File: src/rtl/kgp_alu_pkg.sv
// Shared ALU definitions for the KGP-RISC execute stage.
// Holds the datapath width and the sequential divider state encoding.
package kgp_alu_pkg;

    localparam int WIDTH = 32;

    typedef enum logic [1:0] {
        IDLE,
        RUN,
        FIX,
        DONE
    } div_state_t;

    localparam logic [WIDTH-1:0] DIV_ZERO_QUO = '1;

endpackage

File: src/rtl/div_step.sv
// One restoring-division iteration: shift {rem, quo} left, try to subtract.
// Purely combinational so it can be exercised on its own.
module div_step
    import kgp_alu_pkg::*;
(
    input  logic [WIDTH-1:0] rem,
    input  logic [WIDTH-1:0] quo,
    input  logic [WIDTH-1:0] divisor_mag,
    output logic [WIDTH-1:0] rem_next,
    output logic [WIDTH-1:0] quo_next
);

    logic [WIDTH:0]   shifted_high;
    logic [WIDTH+1:0] trial;
    logic             fits;

    // One extra bit beyond WIDTH+1 so the borrow is visible as a sign bit.
    assign shifted_high = {rem, quo[WIDTH-1]};
    assign trial        = {1'b0, shifted_high} - {2'b00, divisor_mag};
    assign fits         = ~trial[WIDTH+1];

    assign rem_next = fits ? trial[WIDTH-1:0] : shifted_high[WIDTH-1:0];
    assign quo_next = {quo[WIDTH-2:0], fits};

endmodule

File: src/rtl/shift_divider.sv
// Sequential restoring divider with start/done handshake.
// Operates on magnitudes and restores the signs in a final fix-up cycle.
module shift_divider
    import kgp_alu_pkg::*;
(
    input  logic             clk,
    input  logic             rst_n,
    input  logic             start,
    input  logic             is_signed,
    input  logic [WIDTH-1:0] dividend,
    input  logic [WIDTH-1:0] divisor,
    output logic             busy,
    output logic             done,
    output logic [WIDTH-1:0] quotient,
    output logic [WIDTH-1:0] remainder,
    output logic             div_by_zero
);

    localparam int CW = $clog2(WIDTH) + 1;

    div_state_t       state;
    logic [CW-1:0]    cnt;
    logic [WIDTH-1:0] rem_reg;
    logic [WIDTH-1:0] quo_reg;
    logic [WIDTH-1:0] dvs_mag;
    logic             q_neg;
    logic             r_neg;
    logic             dz_pend;

    logic             a_neg;
    logic             b_neg;
    logic [WIDTH-1:0] a_mag;
    logic [WIDTH-1:0] b_mag;
    logic             b_zero;
    logic [WIDTH-1:0] rem_next;
    logic [WIDTH-1:0] quo_next;

    assign a_neg  = is_signed & dividend[WIDTH-1];
    assign b_neg  = is_signed & divisor[WIDTH-1];
    assign a_mag  = a_neg ? -dividend : dividend;
    assign b_mag  = b_neg ? -divisor : divisor;
    assign b_zero = (divisor == '0);

    div_step u_step (
        .rem         (rem_reg),
        .quo         (quo_reg),
        .divisor_mag (dvs_mag),
        .rem_next    (rem_next),
        .quo_next    (quo_next)
    );

    always_ff @(posedge clk or negedge rst_n) begin
        if (!rst_n) begin
            state       <= IDLE;
            cnt         <= '0;
            rem_reg     <= '0;
            quo_reg     <= '0;
            dvs_mag     <= '0;
            q_neg       <= 1'b0;
            r_neg       <= 1'b0;
            dz_pend     <= 1'b0;
            busy        <= 1'b0;
            done        <= 1'b0;
            quotient    <= '0;
            remainder   <= '0;
            div_by_zero <= 1'b0;
        end else begin
            done <= 1'b0;
            unique case (state)
                IDLE: begin
                    // The done cycle is spent in IDLE; a start there is dropped.
                    if (start && !done) begin
                        busy    <= 1'b1;
                        cnt     <= '0;
                        q_neg   <= a_neg ^ b_neg;
                        r_neg   <= a_neg;
                        dvs_mag <= b_mag;
                        rem_reg <= '0;
                        dz_pend <= b_zero;
                        quo_reg <= b_zero ? dividend : a_mag;
                        state   <= b_zero ? DONE : RUN;
                    end
                end
                RUN: begin
                    rem_reg <= rem_next;
                    quo_reg <= quo_next;
                    cnt     <= cnt + 1'b1;
                    if (cnt == CW'(WIDTH - 1)) begin
                        state <= FIX;
                    end
                end
                FIX: begin
                    quotient    <= q_neg ? -quo_reg : quo_reg;
                    remainder   <= r_neg ? -rem_reg : rem_reg;
                    div_by_zero <= 1'b0;
                    state       <= DONE;
                end
                DONE: begin
                    if (dz_pend) begin
                        quotient    <= DIV_ZERO_QUO;
                        remainder   <= quo_reg;
                        div_by_zero <= 1'b1;
                    end
                    done  <= 1'b1;
                    busy  <= 1'b0;
                    state <= IDLE;
                end
            endcase
        end
    end

endmodule
File: config.mk
export PLATFORM = sky130hd
export DESIGN_NAME = shift_divider
export DESIGN_NICKNAME = d
export VERILOG_FILES = /design/src/rtl/kgp_alu_pkg.sv /design/src/rtl/div_step.sv /design/src/rtl/shift_divider.sv
export SDC_FILE = /design/constraint.sdc
export NUM_CORES = 1
export LEC_CHECK = 0
export ABC_AREA = 1
export ABC_CLOCK_PERIOD_IN_PS = 2200
export BUFFER_PORTS_ARGS = -buffer_cell sky130_fd_sc_hd__buf_2
export CORE_MARGIN = 5
export CORE_UTILIZATION = 40
export DETAILED_ROUTE_END_ITERATION = 16
export PLACE_DENSITY_LB_ADDON = 0.12
export SYNTH_ARGS = -nofsm -noshare
export SYNTH_HDL_FRONTEND = slang
export SYNTH_HIERARCHICAL = 1
export SYNTH_SLANG_ARGS = --single-unit
File: constraint.sdc
create_clock -name clk -period 2.2 [get_ports clk]
set_clock_uncertainty 0.2 [all_clocks]
set_input_delay 0.11 -clock clk [delete_from_list [all_inputs] [get_ports clk]]
set_output_delay 0.11 -clock clk [all_outputs]
set_load 0.005 [all_outputs]
==> impl_metrics.csv, run 1 <==
group,metric,value,unit
clock_network,clockRootBuffer,"clkbuf_16",
route,vias,16280,
timing,worst_pin_slew,756.7,ps
floorplan,die-area,40030,um^2
floorplan,rows,69,
cells_and_area,fillers,3541,
global_route,grt_overflow,0,
route,post_drt_via_cell_ratio,5.165,
setup_path,critical_path_class,"reg2reg",
placed_design,gp_congestion,0.9755,
power,power.total,0.006778,W
floorplan,core-area,35660,um^2
clock_network,clock_latency,460,ps
power,p_seq_share,47.2,%
global_route,grt_max_degree,63,
yosys,synth_ff_type,"dfrtp_1",
cells_and_area,antenna_cells,0,
yosys,syn-num-nets,2428,
route,drt-total-wl,53940,um
power,leakage,9.798,nW
yosys,async_flop_share,100.0,%
global_route,antenna_found_initial,0,
clock_network,clock-sinks,174,
yosys,synth-edff-count,0,
setup_path,cp.required,2370,ps
clock_network,clk_pin_slew,80,ps
power,power.share.clock,43.5,%
placed_design,dpl.hpwl,40880,um
flow_run,cap_violations,0,
route,drtPass1Iterations,6,
cells_and_area,final_util,54.71,%
floorplan,io_pins,135,
floorplan,start_util,40.53,%
power,p_switching,0.001821,W
yosys,synth_cells,2317,
power,p_per_area,347.5,nW/um^2
timing,fin_crit_sh,107.6,%
power,power.internal,0.004957,W
clock_network,cts_buffer_depth,2,
placed_design,place_area,17050,um^2
timing,setup_viol_count_final,33,
timing,rsz0062_at_grt,"true",
placed_design,portBuffers,134,
timing,finalSetupTns,-4567,ps
cells_and_area,fin_nets,2789,
yosys,ys_seq_elements,174,
run_status,failed_checks,"negative setup slack",
cells_and_area,layout-drive-gt1-share,25.27,%
setup_path,path_max_fanout,8,
global_route,grt_first_pass_wirelength,83860,um
route,ant_nets,0,
timing,fmax,422.5,MHz
yosys,ys.warnings.count,6,
timing,period_minus_slack,2367,ps
timing,whs,32.03,ps
cells_and_area,final_cell_area,19510,um^2
worst_hold_path,hold_class,"in2async",
clock_network,cts-buffers-inserted,17,
floorplan,die_w,200.1,um
floorplan,die_y,200.1,um
timing,hold_viol_final,0,
power,vdd_ir_drop_max,0.0005474,V
setup_path,cp.arrival,2540,ps
route,wl_per_cell,17.11,um
timing,slew_headroom,49.12,%
route,drc,0,
power,sw_frac_of_total,26.86,%
route,drtIter0Drc,1416,
global_route,grt_pass1_vias,15400,
clock_network,cts_tree,"built",
clock_network,h-tree-depth,4,
run_status,status,"complete, but fails checks",
timing,worst_slack,-166.7,ps
global_route,track_usage,26.69,%
timing,slew_violations,0,
cells_and_area,area_delta_synth_final,34.98,%
setup_path,endpoint_kind,"flip-flop",
yosys,synth_seq_area_share,30.13,%
yosys,synth_cell_types,52,
setup_path,startpoint_type,"flip-flop",
yosys,syn_area,14450,um^2
power,combPwrFrac,9.4,%
yosys,avgSynthCellArea,6.237,um^2
==> stage by stage <==
| step | setup WS (ps) | cells |
|---|---|---|
| 6_report | -166.7 | 3152 |
| 3_5_place_dp | -399.3 | 3015 |
| 2_1_floorplan | -9.440 | 2317 |
| 3_3_place_gp | -355.9 | 3015 |
| 4_1_cts | -111.5 | 3133 |
| 5_1_grt | -289.1 | 3152 |
==> final cells by class <==
| class | count | area [um^2] | area share [%] |
|---|---|---|---|
| timing repair buffer | 447 | 3497 | 17.93 |
| clock buffer | 19 | 442.9 | 2.271 |
| clock inverter | 13 | 106.4 | 0.5452 |
| inverter | 311 | 1170 | 5.997 |
| tap | 461 | 576.8 | 2.957 |
| multi-input combinational | 1727 | 9345 | 47.91 |
| sequential | 174 | 4368 | 22.39 |
==> final timing paths <==
kind	from	end	slack, ps	cells past startpoint
worst max-delay path	rem_reg[5]	rem_reg[26]	-170	14
worst max register to register	rem_reg[5]	rem_reg[26]	-170	14
min in group clk	start	r_neg	50	6
worst min-delay path	rst_n	rem_reg[15]	30	2
max in group asynchronous	rst_n	quotient[6]	1040	3
worst min register to register	remainder[15]	remainder[15]	280	2
==> power by group through the flow <==
stage	Sequential [W]	Clock [W]	Combinational, W
finish	0.00320	0.00295	0.000635
global route	0.00320	0.00314	0.000704
CTS	0.00320	0.00300	0.000627
detailed placement	0.00326	0	0.000533
global placement	0.00326	0	0.000529
floorplan	0.00326	0	0.000240
==> repair_timing <==
item | 4_1_cts | 5_1_grt
setup endpoints to repair | 40 | 83
hold endpoints to repair | 240 | 0
hold buffers | 67 | 0
cloned | 6 | 1
buffers inserted | 13 | 20
gates resized for setup | 121 | 128
pin swaps | 38 | 60
==> per-layer routing <==
| layer | GRT usage, % | vias up | wire, um |
|---|---|---|---|
| met5 | 0 | - | 0 |
| met4 | 7.044 | 0 | 1331 |
| met3 | 3.592 | 69 | 3418 |
| met2 | 41.82 | 542 | 24260 |
| met1 | 38.95 | 7593 | 24930 |
| li1 | - | 8077 | - |
==> placed cells by master (no fill, tap or decap), drive strengths merged, types with 2 or more instances in the layout <==
master / n
nand2: 725
dlygate4sd3: 66
and2: 10
xor2: 45
o32ai: 2
and3: 2
clkinv: 4
a21oi: 52
nor2: 285
o211ai: 4
xnor2: 6
inv: 316
a31oi: 14
o31ai: 3
clkbuf: 19
o21ai: 160
nand3: 268
nor3: 18
nand3b: 6
clkinvlp: 4
ha: 42
nand4: 55
o21bai: 4
buf: 381
o22ai: 9
dfrtp: 174
or2: 7
o22a: 3
==> Yosys cell counts, types with 10 or more instances <==
library cell / instances / share of area, %
nor2_1: 266 / 6.9
nor2_2: 14 / 0.61
clkbuf_1: 43 / 1.1
ha_1: 42 / 3.6
nor3_1: 17 / 0.59
nand2_1: 710 / 18
inv_1: 298 / 7.7
dfrtp_1: 174 / 30
buf_4: 33 / 1.7
inv_2: 13 / 0.34
and2_1: 10 / 0.43
a31oi_1: 14 / 0.61
nand3_1: 252 / 8.7
buf_2: 21 / 0.73
xor2_1: 45 / 2.7
o21ai_0: 149 / 5.2
nand3_2: 15 / 1.0
nand4_1: 54 / 2.3
a21oi_1: 51 / 1.8
==> critical path: stages (launching register included) <==
cell	delay, ps
dfrtp_2	450
ha_4	310
nand2_4	80
nor2_4	130
nand3_2	110
nand3_4	120
nand2_4	70
nand2_4	100
nand2_8	130
buf_6	160
nand2_8	110
nand3_2	80
nand2_2	60
nand3_1	70
o21ai_1	90
==> logic make-up (layout without fill, tap and decap cells) <==
family                     after synthesis  in the layout  synth area share [%]
and+or+nand+nor                       1373           1378                 41.10
buffers and inverters                  421            790                 12.38
AOI/OAI and AO/OA                      254            254                 9.455
DFF                                    174            174                 30.13
xor gates and xnor gates                51             51                 3.091
adders and majority gates               43             43                 3.775
muxes                                    1              1               0.06927
No activity file was read; power rests on OpenSTA's default activity.
==> run 2, diff against run 1 <==
CORE_ASPECT_RATIO = 1.5   (was default)
SYNTH_HIERARCHICAL = default   (was 1)
==> run 2 against run 1 <==
The flow finishes with violations (negative hold slack, negative setup slack). Synthesized cell count is 3.8% lower. Clock power is 7.1% higher. Critical path depth is 1 higher. Critical endpoint is now rem_reg[4]. Cell count is 1.5% higher.
==> impl_metrics.csv, run 2 <==
group,metric,value,unit
run_status,status,"complete, but fails checks",
run_status,failed_checks,"negative hold slack, negative setup slack",
timing,period_minus_slack,2311,ps
placed_design,portBuffers,134,
power,power.total,0.03597,W
power,leakage,10.27,nW
setup_path,cp.required,2350,ps
yosys,synth-edff-count,0,
floorplan,rows,83,
timing,hold_viol_final,2,
power,p_switching,0.01782,W
route,ant_nets,0,
clock_network,clock-sinks,174,
timing,rsz0062_at_grt,"true",
timing,whs,-199.4,ps
placed_design,gp_congestion,0.9497,
yosys,yosysMostFrequentCell,"nand2_1",
timing,worst_pin_slew,646.1,ps
yosys,synth_ff_type,"dfrtp_1",
clock_network,cts_buffer_depth,2,
yosys,yosysTopAreaCell,"dfrtp_1",
global_route,grt_first_pass_wirelength,88640,um
yosys,synth_top_cells_by_area,"dfrtp_1, nand2_1, nand3_1",
route,post_drt_via_cell_ratio,5.144,
yosys,avgSynthCellArea,6.261,um^2
floorplan,die_y,238.7,um
yosys,syn_area,13950,um^2
route,drt-total-wl,57810,um
timing,slew_violations,0,
cells_and_area,final_util,58.34,%
yosys,async_flop_share,100.0,%
setup_path,reg2reg_from,"rem_reg[7]",
power,p_per_area,1794,nW/um^2
yosys,synth_cell_types,48,
route,drtIter0Drc,941,
power,vdd_ir_drop_max,0.0008099,V
placed_design,dpl.hpwl,44680,um
yosys,synth_cells,2228,
setup_path,startpoint_type,"flip-flop",
route,vias,16460,
cells_and_area,area_delta_synth_final,43.75,%
placed_design,preCtsSetupSlack,-327.1,ps
global_route,grt_max_degree,61,
power,combPwrFrac,73.8,%
floorplan,die_w,162.5,um
route,drtPass1Iterations,5,
cells_and_area,layout-drive-gt1-share,29.25,%
timing,slew_headroom,56.93,%
setup_path,cp-startpoint,"rem_reg[7]",
floorplan,start_util,40.58,%
timing,finalSetupTns,-2831,ps
yosys,netlist.area_leader.share,31.21,%
setup_path,cp.arrival,2460,ps
yosys,ys.warnings.count,0,
timing,fmax,432.6,MHz
clock_network,h-tree-depth,4,
clock_network,cts-buffers-inserted,17,
global_route,track_usage,29.28,%
floorplan,core-area,34370,um^2
setup_path,endpoint_kind,"flip-flop",
global_route,grt_overflow,0,
yosys,netlist_top_cells_count,"nand2_1, inv_1, nand3_1",
setup_path,critical_path_class,"reg2reg",
power,p_seq_share,17.4,%
floorplan,io_pins,135,
power,power.internal,0.01815,W
flow_run,cap_violations,0,
timing,fin_crit_sh,105.1,%
power,power.share.clock,8.8,%
clock_network,clk_pin_slew,70,ps
cells_and_area,fin_nets,2831,
timing,worst_slack,-111.5,ps
worst_hold_path,min_from,"dividend[1]",
cells_and_area,final_common_cell,"nand2_1",
clock_network,cts_tree,"built",
floorplan,die-area,38790,um^2
worst_hold_path,hold_class,"in2reg",
power,sw_frac_of_total,49.54,%
yosys,synth_seq_area_share,31.21,%
timing,setup_viol_count_final,33,
global_route,grt_pass1_vias,16450,
cells_and_area,layout_common_cells,"nand2_1, buf_4, inv_1",
yosys,ys_seq_elements,174,
clock_network,clockRootBuffer,"clkbuf_16",
route,drc,0,
cells_and_area,antenna_cells,0,
yosys,syn-num-nets,2339,
global_route,antenna_found_initial,0,
route,wl_per_cell,18.07,um
setup_path,path_max_fanout,8,
clock_network,clock_latency,460,ps
## run 2: path summary, 6_finish.rpt
path	cells after the start	end	slack [ps]
min in group asynchronous	2	quotient[21]	30
max reg2reg	15	rem_reg[4]	-110
min	3	quo_reg[1]	-200
max in group asynchronous	3	quo_reg[2]	1090
min reg2reg	2	remainder[15]	280
max	15	rem_reg[4]	-110
## run 2: power by group through the flow
stage | sequential [W] | clock [W] | combinational [W]
after global placement | 0.00608 | 0 | 0.0221
after global routing | 0.00642 | 0.00332 | 0.0291
final | 0.00627 | 0.00316 | 0.0265
after floorplan | 0.00591 | 0 | 0.0126
after CTS | 0.00619 | 0.00320 | 0.0254
after detailed placement | 0.00612 | 0 | 0.0222
## run 2: what timing repair did
item,4_1_cts,5_1_grt
buffers inserted,27,11
cloned,7,1
pin swaps,68,58
hold endpoints to repair,235,2
endpoints found under the setup margin,52,113
hold buffers,75,1
resized for setup,146,164
## run 2: routing by layer
| metal | global-route usage, % | vias to the layer above | part of all wire, % |
|---|---|---|---|
| li1 | - | 8111 | - |
| met5 | 0 | - | 0 |
| met3 | 2.795 | 154 | 3.1 |
| met4 | 18.83 | 0 | 7.8 |
| met2 | 55.79 | 451 | 54 |
| met1 | 30.13 | 7740 | 36 |
## run 2: worst max-delay path, cell delays in order, from the launching register on
cell and delay [ps]:
dfrtp_1 430, ha_4 300, nand2_2 90, inv_1 60
nand2_1 40, nand2_1 90, inv_1 60, nand3_2 110
nand2_2 90, nand2_4 120, nand2_8 90, buf_12 170
nand2_8 130, nand2_1 70, nand3_1 70, o21ai_1 60
## run 2: cells by family (layout without fill, tap and decap cells)
logic type / after synthesis / after routing / share of synthesized area [%]
flops: 174 / 174 / 31.21
xor+xnor: 47 / 47 / 2.951
simple gates: 1285 / 1289 / 39.51
compound gates: 281 / 281 / 10.99
mux: 1 / 1 / 0.07176
buf+inv: 397 / 897 / 11.36
fa+ha+maj: 43 / 43 / 3.911
## run 2: metrics by stage
step	cell area [um^2]	std cells	hold slack, ps
after global routing	20050	3199	-192.8
after detailed placement	17160	3051	-48.53
after floorplan	13950	2228	-385.6
final	20050	3199	-199.4
after global placement	17160	3051	-42.93
after CTS	19530	3191	-218.5
## run 2: cell type report
| class | count | area (um^2) |
|---|---|---|
| Inverter | 325 | 1234 |
| Clock inverter | 13 | 148.9 |
| Multi-Input combinational cell | 1661 | 9131 |
| Timing Repair Buffer | 541 | 4146 |
| Sequential cell | 174 | 4369 |
| Clock buffer | 18 | 439.2 |
| Tap cell | 467 | 584.3 |
| Fill cell | 3394 | 14320 |
